## src/rtl/itch_decode_scheduler.sv

```systemverilog
`default_nettype none
// ============================================================================
// Module   : itch_decode_scheduler
// Brief    : Buffers ITCH payloads and dispatches each one to its per-type
//            decoder, with a decode timeout and drop/timeout statistics.
// Revision : 1.0 - initial release
// ============================================================================
module itch_decode_scheduler #(
    parameter int FIFO_DEPTH = 4,
    parameter int TIMEOUT    = 8
) (
    input  logic         clk,
    input  logic         rst_n,
    input  logic         in_valid,
    output logic         in_ready,
    input  logic [511:0] in_payload,
    output logic [511:0] dec_payload,
    output logic [3:0]   dec_valid,
    input  logic [3:0]   dec_decoded,
    output logic         busy,
    output logic         done,
    output logic         timeout,
    output logic [1:0]   active_sel,
    output logic [15:0]  drop_count,
    output logic [15:0]  timeout_count
);

    localparam int c_AW = $clog2(FIFO_DEPTH);
    localparam int c_TW = $clog2(TIMEOUT);
    localparam logic [c_AW:0]   c_FULL      = FIFO_DEPTH[c_AW:0];
    localparam logic [c_TW-1:0] c_WAIT_LAST = c_TW'(TIMEOUT - 1);

    localparam logic [7:0] c_TYPE_ADD    = 8'h41;
    localparam logic [7:0] c_TYPE_CANCEL = 8'h58;
    localparam logic [7:0] c_TYPE_EXEC   = 8'h45;
    localparam logic [7:0] c_TYPE_DELETE = 8'h44;

    typedef enum logic [1:0] {
        ST_IDLE  = 2'd0,
        ST_ISSUE = 2'd1,
        ST_WAIT  = 2'd2
    } state_t;

    state_t          r_state;
    logic [511:0]    r_mem [FIFO_DEPTH];
    logic [c_AW-1:0] r_wr_ptr;
    logic [c_AW-1:0] r_rd_ptr;
    logic [c_AW:0]   r_count;
    logic [c_TW-1:0] r_wait_cnt;
    logic [511:0]    r_dec_payload;
    logic [3:0]      r_dec_valid;
    logic            r_done;
    logic            r_timeout;
    logic [1:0]      r_active_sel;
    logic [15:0]     r_drop_count;
    logic [15:0]     r_timeout_count;

    logic            w_full;
    logic            w_empty;
    logic            w_push;
    logic            w_pop;
    logic [511:0]    w_head;
    logic            w_known;
    logic [1:0]      w_sel;

    assign w_full   = (r_count == c_FULL);
    assign w_empty  = (r_count == '0);
    assign w_push   = in_valid && !w_full;
    assign w_pop    = (r_state == ST_IDLE) && !w_empty;
    assign w_head   = r_mem[r_rd_ptr];

    always_comb begin
        w_known = 1'b1;
        w_sel   = 2'd0;
        case (w_head[511:504])
            c_TYPE_ADD:    w_sel = 2'd0;
            c_TYPE_CANCEL: w_sel = 2'd1;
            c_TYPE_EXEC:   w_sel = 2'd2;
            c_TYPE_DELETE: w_sel = 2'd3;
            default:       w_known = 1'b0;
        endcase
    end

    // Storage carries no reset; the pointers alone define what is buffered.
    always_ff @(posedge clk) begin
        if (w_push) begin
            r_mem[r_wr_ptr] <= in_payload;
        end
    end

    always_ff @(posedge clk or negedge rst_n) begin
        if (!rst_n) begin
            r_wr_ptr <= '0;
            r_rd_ptr <= '0;
            r_count  <= '0;
        end else begin
            if (w_push) begin
                r_wr_ptr <= r_wr_ptr + 1'b1;
            end
            if (w_pop) begin
                r_rd_ptr <= r_rd_ptr + 1'b1;
            end
            case ({w_push, w_pop})
                2'b10:   r_count <= r_count + 1'b1;
                2'b01:   r_count <= r_count - 1'b1;
                default: r_count <= r_count;
            endcase
        end
    end

    always_ff @(posedge clk or negedge rst_n) begin
        if (!rst_n) begin
            r_state         <= ST_IDLE;
            r_wait_cnt      <= '0;
            r_dec_payload   <= '0;
            r_dec_valid     <= '0;
            r_done          <= 1'b0;
            r_timeout       <= 1'b0;
            r_active_sel    <= 2'd0;
            r_drop_count    <= '0;
            r_timeout_count <= '0;
        end else begin
            r_dec_valid <= '0;
            r_done      <= 1'b0;
            r_timeout   <= 1'b0;
            case (r_state)
                ST_IDLE: begin
                    if (w_pop) begin
                        r_dec_payload <= w_head;
                        if (w_known) begin
                            r_active_sel <= w_sel;
                            r_dec_valid  <= 4'b0001 << w_sel;
                            r_state      <= ST_ISSUE;
                        end else if (r_drop_count != 16'hFFFF) begin
                            r_drop_count <= r_drop_count + 1'b1;
                        end
                    end
                end
                ST_ISSUE: begin
                    r_wait_cnt <= '0;
                    r_state    <= ST_WAIT;
                end
                ST_WAIT: begin
                    // A decoded pulse on the final wait cycle still counts as done.
                    if (dec_decoded[r_active_sel]) begin
                        r_done  <= 1'b1;
                        r_state <= ST_IDLE;
                    end else if (r_wait_cnt == c_WAIT_LAST) begin
                        r_timeout <= 1'b1;
                        if (r_timeout_count != 16'hFFFF) begin
                            r_timeout_count <= r_timeout_count + 1'b1;
                        end
                        r_state <= ST_IDLE;
                    end else begin
                        r_wait_cnt <= r_wait_cnt + 1'b1;
                    end
                end
                default: r_state <= ST_IDLE;
            endcase
        end
    end

    assign in_ready      = !w_full;
    assign busy          = (r_state != ST_IDLE) || !w_empty;
    assign dec_payload   = r_dec_payload;
    assign dec_valid     = r_dec_valid;
    assign done          = r_done;
    assign timeout       = r_timeout;
    assign active_sel    = r_active_sel;
    assign drop_count    = r_drop_count;
    assign timeout_count = r_timeout_count;

endmodule
`default_nettype wire

```

## config.mk

```make
export PLATFORM = sky130hd
export DESIGN_NAME = itch_decode_scheduler
export DESIGN_NICKNAME = d
export VERILOG_FILES = /design/src/rtl/itch_decode_scheduler.sv
export SDC_FILE = /design/constraint.sdc
export NUM_CORES = 2
export LEC_CHECK = 0
export ABC_AREA = 1
export BUFFER_PORTS_ARGS = -buffer_cell sky130_fd_sc_hd__buf_2
export CAP_MARGIN = 10
export CELL_PAD_IN_SITES_DETAIL_PLACEMENT = 1
export CELL_PAD_IN_SITES_GLOBAL_PLACEMENT = 1
export CORE_MARGIN = 5
export CORE_UTILIZATION = 25
export CTS_CLUSTER_DIAMETER = 80
export DETAILED_ROUTE_END_ITERATION = 12
export PLACE_DENSITY = 0.59
export SETUP_SLACK_MARGIN = 0.3
export SLEW_MARGIN = 40
export SYNTH_ARGS = -nofsm -noshare
export SYNTH_HDL_FRONTEND = slang
export SYNTH_SLANG_ARGS = --single-unit
```

## constraint.sdc

```tcl
create_clock -name clk -period 56.4 [get_ports clk]
set_clock_uncertainty 0.2 [all_clocks]
set_input_delay 8.46 -clock clk [delete_from_list [all_inputs] [get_ports clk]]
set_output_delay 8.46 -clock clk [all_outputs]
set_load 0.05 [all_outputs]
```

Yosys cells after proc, flatten, opt, wreduce, memory -nomap -nowiden
Memories as Yosys holds them, arrays and structs flattened.
Cells that the tools add are included.
{ "classes": {"add_sub_neg": 7, "magnitude_cmp": 1, "eq_ne": 17, "shifts": 1, "muxes": 23, "n_bitwise": 2, "n_reduce_logical": 17} }
{ "ops": {"columns": ["operator", "count"], "rows": [
  ["adder 16 x 1 -> 16 bit, second input constant", 2],
  ["equality test 8 x 7 -> 1 bit, second input constant", 4],
  ["!= test 16 bit, second input constant", 2],
  ["two-way mux 4 bit", 3],
  ["case mux 2 bit (3 select lines)", 2],
  ["case mux 3 bit (2 select lines)", 2],
  ["two-way mux 1 bit", 9],
  ["AND reduction 3 bit", 3],
  ["two-way mux 2 bit", 4],
  ["!= test 2 bit, second input constant", 4],
  ["AND reduction 4 bit", 2],
  ["adder 3 x 1 -> 3 bit, second input constant", 2],
  ["equality test 3 bit, second input constant", 2],
  ["two-way mux 3 bit", 2],
  ["nonzero test 2 bit", 3],
  ["adder 2 x 1 -> 2 bit, second input constant", 2],
  ["equality test 2 x 1 -> 1 bit, second input constant", 2],
  ["equality test 2 bit, second input constant", 2],
  ["OR reduction 4 bit", 1],
  ["<< shifter 1 x 2 -> 4 bit, first input constant", 1],
  ["logical NOT 3 bit", 1],
  ["less-than comparator 2 x 3 -> 1 bit, second input constant", 1],
  ["!= test 3 bit, second input constant", 1],
  ["subtractor 3 x 1 -> 3 bit, second input constant", 1],
  ["7 further kinds", 10]
]} }
{ "totals": {"reg_bits": 564, "ram_bits": 2048, "inputBits": 519, "output_inout_bits": 554, "elab_cells": 81, "mem_count": 1} }
{ "memory_table": {"columns": ["name", "depth", "word_bits", "rd", "rd_clocked_by_memory_dff", "write_ports", "line_no", "text"], "rows": [
  ["r_mem", 4, 512, 1, 0, 1, "45", "logic [511:0] r_mem [FIFO_DEPTH];"]
]} }

Longest topological paths before layout
An unclocked memory read counts as a cell.
{ "depth": {"word_depth": 7, "ltp_mapped": 16, "depth_no_buf": 13} }

Worst setup path after synthesis
Ideal clock, no wire load.
{ "synth_timing": {"path_kind": "input port to flip-flop", "start": "input port in_valid", "end": "memory r_mem[0][0] (enable)", "setup_time_ns": 1.402, "arrival_ns": 29.902, "required_time_ns": 54.798, "slack_ns": 24.896, "stages": 2, "path_buffers": 0, "path_cell_list": "nand2_1 -> nor2_1"} }
{ "synth_between": {"elab_chain_cells": 3} }
{ "synth_lines": {"columns": ["element", "line_no", "text"], "rows": [
  ["from (decl)", "14", "input logic in_valid,"],
  ["logical AND 1 bit", "68", "assign w_push = in_valid && !w_full;"],
  ["two-way mux 1 bit", "86", "if (w_push) begin"],
  ["two-way mux 1 bit (implied by the code)", "87", "r_mem[r_wr_ptr] <= in_payload;"],
  ["to (decl)", "45", null]
]} }
No other way between the ends.

Worst setup path after layout
{ "layout_timing": {"start": "input port in_valid", "end": "memory r_mem[0][210] (enable)"} }
The elaborated chain is that of the path after synthesis.

==> flow_summary_export.csv <==
group,metric,value,unit
run_status,run_status,"complete, no violations",
logic_synthesis,synth.top_cells.by_count,"2554 x nor2_1, 2048 x edfxtp_1, 864 x o21ai_0",
flow_run,max-cap-violations,0,
floorplan,floorplan.initialDensity,25.0,%
global_routing,grt_pass1_wl,460000,um
logic_synthesis,synth.yosys.seq_area_share,77.8,%
clock_network,cts_tree,"yes",
global_routing,number_of_global_route_vias_before_repair,67200,
detailed_routing,post-route-drc-count,0,
global_routing,grt_antenna_before_repair,206,
floorplan,core_area,388000,um^2
timing,maxSlewHeadroom,42.5,%
power_and_ir_drop,power.leakage,42.5,nW
power_and_ir_drop,switchingPower,0.00317,W
timing,min_period_over_period,20.7,%
placed_design,detailed_place_hpwl,202000,um
timing,number_of_endpoints_with_negative_hold_slack_in_the_final_report,0,
clock_network,cts-hold-fix-buffers,0,
worst_setup_path,crit_path_max_fanout,60,
worst_setup_path,r2r_cells,9,
logic_synthesis,synth.ff_latch_count,2612,
clock_network,cts.sinks,2612,
layout,drive_above_1_share,18.7,%
layout,final.fill_count,42400,
power_and_ir_drop,cellInternalPower,0.00437,W
logic_synthesis,synth-async-reset-ratio,21.6,%
layout,syn_to_final_growth,22.1,%
detailed_routing,detailedRoute.firstPassIterationCount,5,
layout,count_of_placed_standard_cells_in_the_final_layout_fillers_left_out,14000,
logic_synthesis,synth_area_leader_cell,"edfxtp_1",
timing,max_clock_freq,0.0857,GHz
timing,setup_ws,44.73,ns
logic_synthesis,synth_area,97100,um^2
power_and_ir_drop,vdd.ir_drop.worst,0.0000378,V
logic_synthesis,number_of_enable_type_register_cells_in_the_synthesized_netlist,2048,
worst_setup_path,cp-end-kind,"register",
clock_network,cts_made_buffers,304,
detailed_routing,final_antenna_net_count,0,
timing,grt_setup_unrepaired,"false",
logic_synthesis,syn-num-nets,8001,
layout,final_net_count,9037,
logic_synthesis,yosys_warnings,0,
worst_setup_path,worst-setup-path-type,"input port to register",
worst_setup_path,crit_required,56.70,ns
clock_network,root_buffer,"clkbuf_16",
detailed_routing,dr_total_vias,63600,
logic_synthesis,avgSynthCellArea,13.0,um^2
clock_network,post_cts.resized_instances,0,
timing,setup_tns,0,ns
hold_path,hold_path.class,"register to register",
power_and_ir_drop,totalPowerFinal,0.00754,W
logic_synthesis,yosysUniqueCellTypes,36,
floorplan,die_width,633,um
global_routing,grt_remaining_overflow,0,
worst_setup_path,cp.arrival,11.97,ns
layout,final_util,30.6,%
clock_network,count_of_h_tree_levels_built_during_cts,5,
power_and_ir_drop,power.share.sequential,38.0,%
layout,multi_input_comb_area,19400,um^2
logic_synthesis,synth_most_common_cell,"nor2_1",
logic_synthesis,dominantRegCellSynth,"edfxtp_1",
power_and_ir_drop,power_density_over_the_cells,63.6,nW/um^2
placed_design,routabilityCongestion,0.795,
global_routing,total_grt_usage,15.2,%
worst_setup_path,cp-start-kind,"input port",
detailed_routing,vias_per_cell,4.53,
detailed_routing,post_drt_wl_per_cell,22.7,um
power_and_ir_drop,sw_share,42.0,%
floorplan,dieArea,401000,um^2
clock_network,max-clock-path-buffers,4,
clock_network,post_cts.repair.setup_buffers,0,
power_and_ir_drop,p_clk_share,25.5,%
layout,seqCellArea,75600,um^2
detailed_routing,drt_iter0_drc,3613,
placed_design,placement.io_buffers,1072,
timing,period_minus_slack,11.67,ns
power_and_ir_drop,power_frac_comb,36.6,%
logic_synthesis,synth_top_cell_area_share,63.3,%
hold_path,hold_depth,1,
floorplan,num_rows,229,
floorplan,floorplan.io_pins,1073,
timing,tightestPinTransition,0.863,ns
logic_synthesis,syn-instance-count,7469,
timing,setup_violations,0,
clock_network,cts.reportedPaths.clkPinSlew,0.06,ns
floorplan,dieHeight,633,um
timing,final_max_slew_viol_count,0,
detailed_routing,finalWirelength,319000,um
placed_design,preCtsSetupSlack,43.69,ns
global_routing,pin_count_of_the_biggest_net_entering_global_routing,187,
clock_network,clk-insertion-delay-late,0.90,ns
placed_design,place.detailed.instances,13400,
logic_synthesis,post_synth_main_area_contributors,"edfxtp_1 63%, dfrtp_1 15%, nor2_1 9.9%",
## metal layers
layer / part of all wire, % / global-route usage (%)
met5: 0.12 / 0
met4: 5.0 / 7.30
met3: 5.4 / 3.23
met2: 51 / 27.1
met1: 38 / 17.3
## flip-flops by register name, summed over array words and instances (netlist names)
name / count
active_sel: 2
r_wait_cnt: 3
r_rd_ptr: 2
timeout_count: 16
drop_count: 16
r_count: 3
r_wr_ptr: 2
r_mem: 2048
dec_valid: 4
done: 1
r_state: 2
timeout: 1
dec_payload: 512
## worst paths after layout
| path | startpoint | endpoint | slack [ns] |
|---|---|---|---|
| max reg2reg | r_rd_ptr[0] | dec_payload[321] | 51.76 |
| min reg2reg | r_count[0] | r_count[0] | 0.28 |
| min in group asynchronous | rst_n | dec_payload[475] | 7.31 |
| max in group asynchronous | rst_n | dec_payload[147] | 45.99 |
| max | in_valid | r_mem[0][210] | 44.73 |
| min | r_count[0] | r_count[0] | 0.28 |
## kinds of logic (layout without fill, tap and decap cells)
| group | Yosys count | in the layout | share of synthesized area (%) |
|---|---|---|---|
| AND/OR/NAND/NOR | 2781 | 2781 | 10.9 |
| flip-flops | 2612 | 2612 | 77.8 |
| AO/OA/AOI/OAI | 1534 | 1534 | 8.57 |
| buffers and inverters | 498 | 1788 | 2.20 |
| XOR/XNOR | 31 | 31 | 0.280 |
| adder cells (fa/ha/maj) | 13 | 13 | 0.175 |
| other | 0 | 83 | 0 |
## final cells by class
cell class / instances / area share, %
repair buffers: 1186 / 5.84
flip-flops and latches: 2612 / 63.7
clock inverters: 136 / 1.17
clock buffers: 424 / 7.04
well taps: 5197 / 5.48
multi-input cells: 4359 / 16.4
diodes: 83 / 0.175
inverters: 42 / 0.170
## stage by stage
stage                     area, um^2  hold WS, ns
final                         119000        0.281
after global routing          119000        0.300
after CTS                     118000        0.285
after detailed placement      108000        0.270
after global placement        108000        0.263
after floorplan                97100        0.246
## cell usage in the layout (no fill, tap or decap), types with 7 or more instances in the layout
master | Yosys | layout
nor2_1 | 2554 | 2550
edfxtp_1 | 2048 | 2048
buf_2 | 142 | 1071
o21ai_0 | 864 | 864
dfrtp_1 | 564 | 562
a31oi_1 | 505 | 505
clkbuf_16 | 0 | 306
o21ai_1 | 158 | 158
nand2_1 | 142 | 142
clkbuf_1 | 241 | 93
diode_2 | 0 | 83
nand3_1 | 53 | 53
clkinv_1 | 0 | 43
buf_6 | 3 | 41
buf_4 | 14 | 39
inv_1 | 38 | 38
clkinv_2 | 0 | 36
clkbuf_8 | 0 | 25
xor2_1 | 19 | 19
buf_12 | 0 | 18
buf_16 | 0 | 16
bufinv_16 | 0 | 15
xnor2_1 | 12 | 12
ha_1 | 12 | 12
inv_6 | 1 | 12
nand2_2 | 10 | 10
clkinv_16 | 0 | 7
nor3_1 | 7 | 7
clkinvlp_4 | 0 | 7
## power groups by stage
stage               clock network (W)  logic, W  registers, W
floorplan                           0   0.00121       0.00375
global placement                    0   0.00271       0.00288
detailed placement                  0   0.00281       0.00290
CTS                           0.00197   0.00282       0.00287
global route                  0.00206   0.00299       0.00290
finish                        0.00192   0.00276       0.00286
## worst max-delay path: stages
cell     delay (ns)
buf_2          0.16
nand2_1        0.34
nor2_4         0.65
buf_4          0.63
buf_12         0.41
buf_16         0.28
buf_4          0.70
Note: power is estimated with default switching activity, not from simulation.
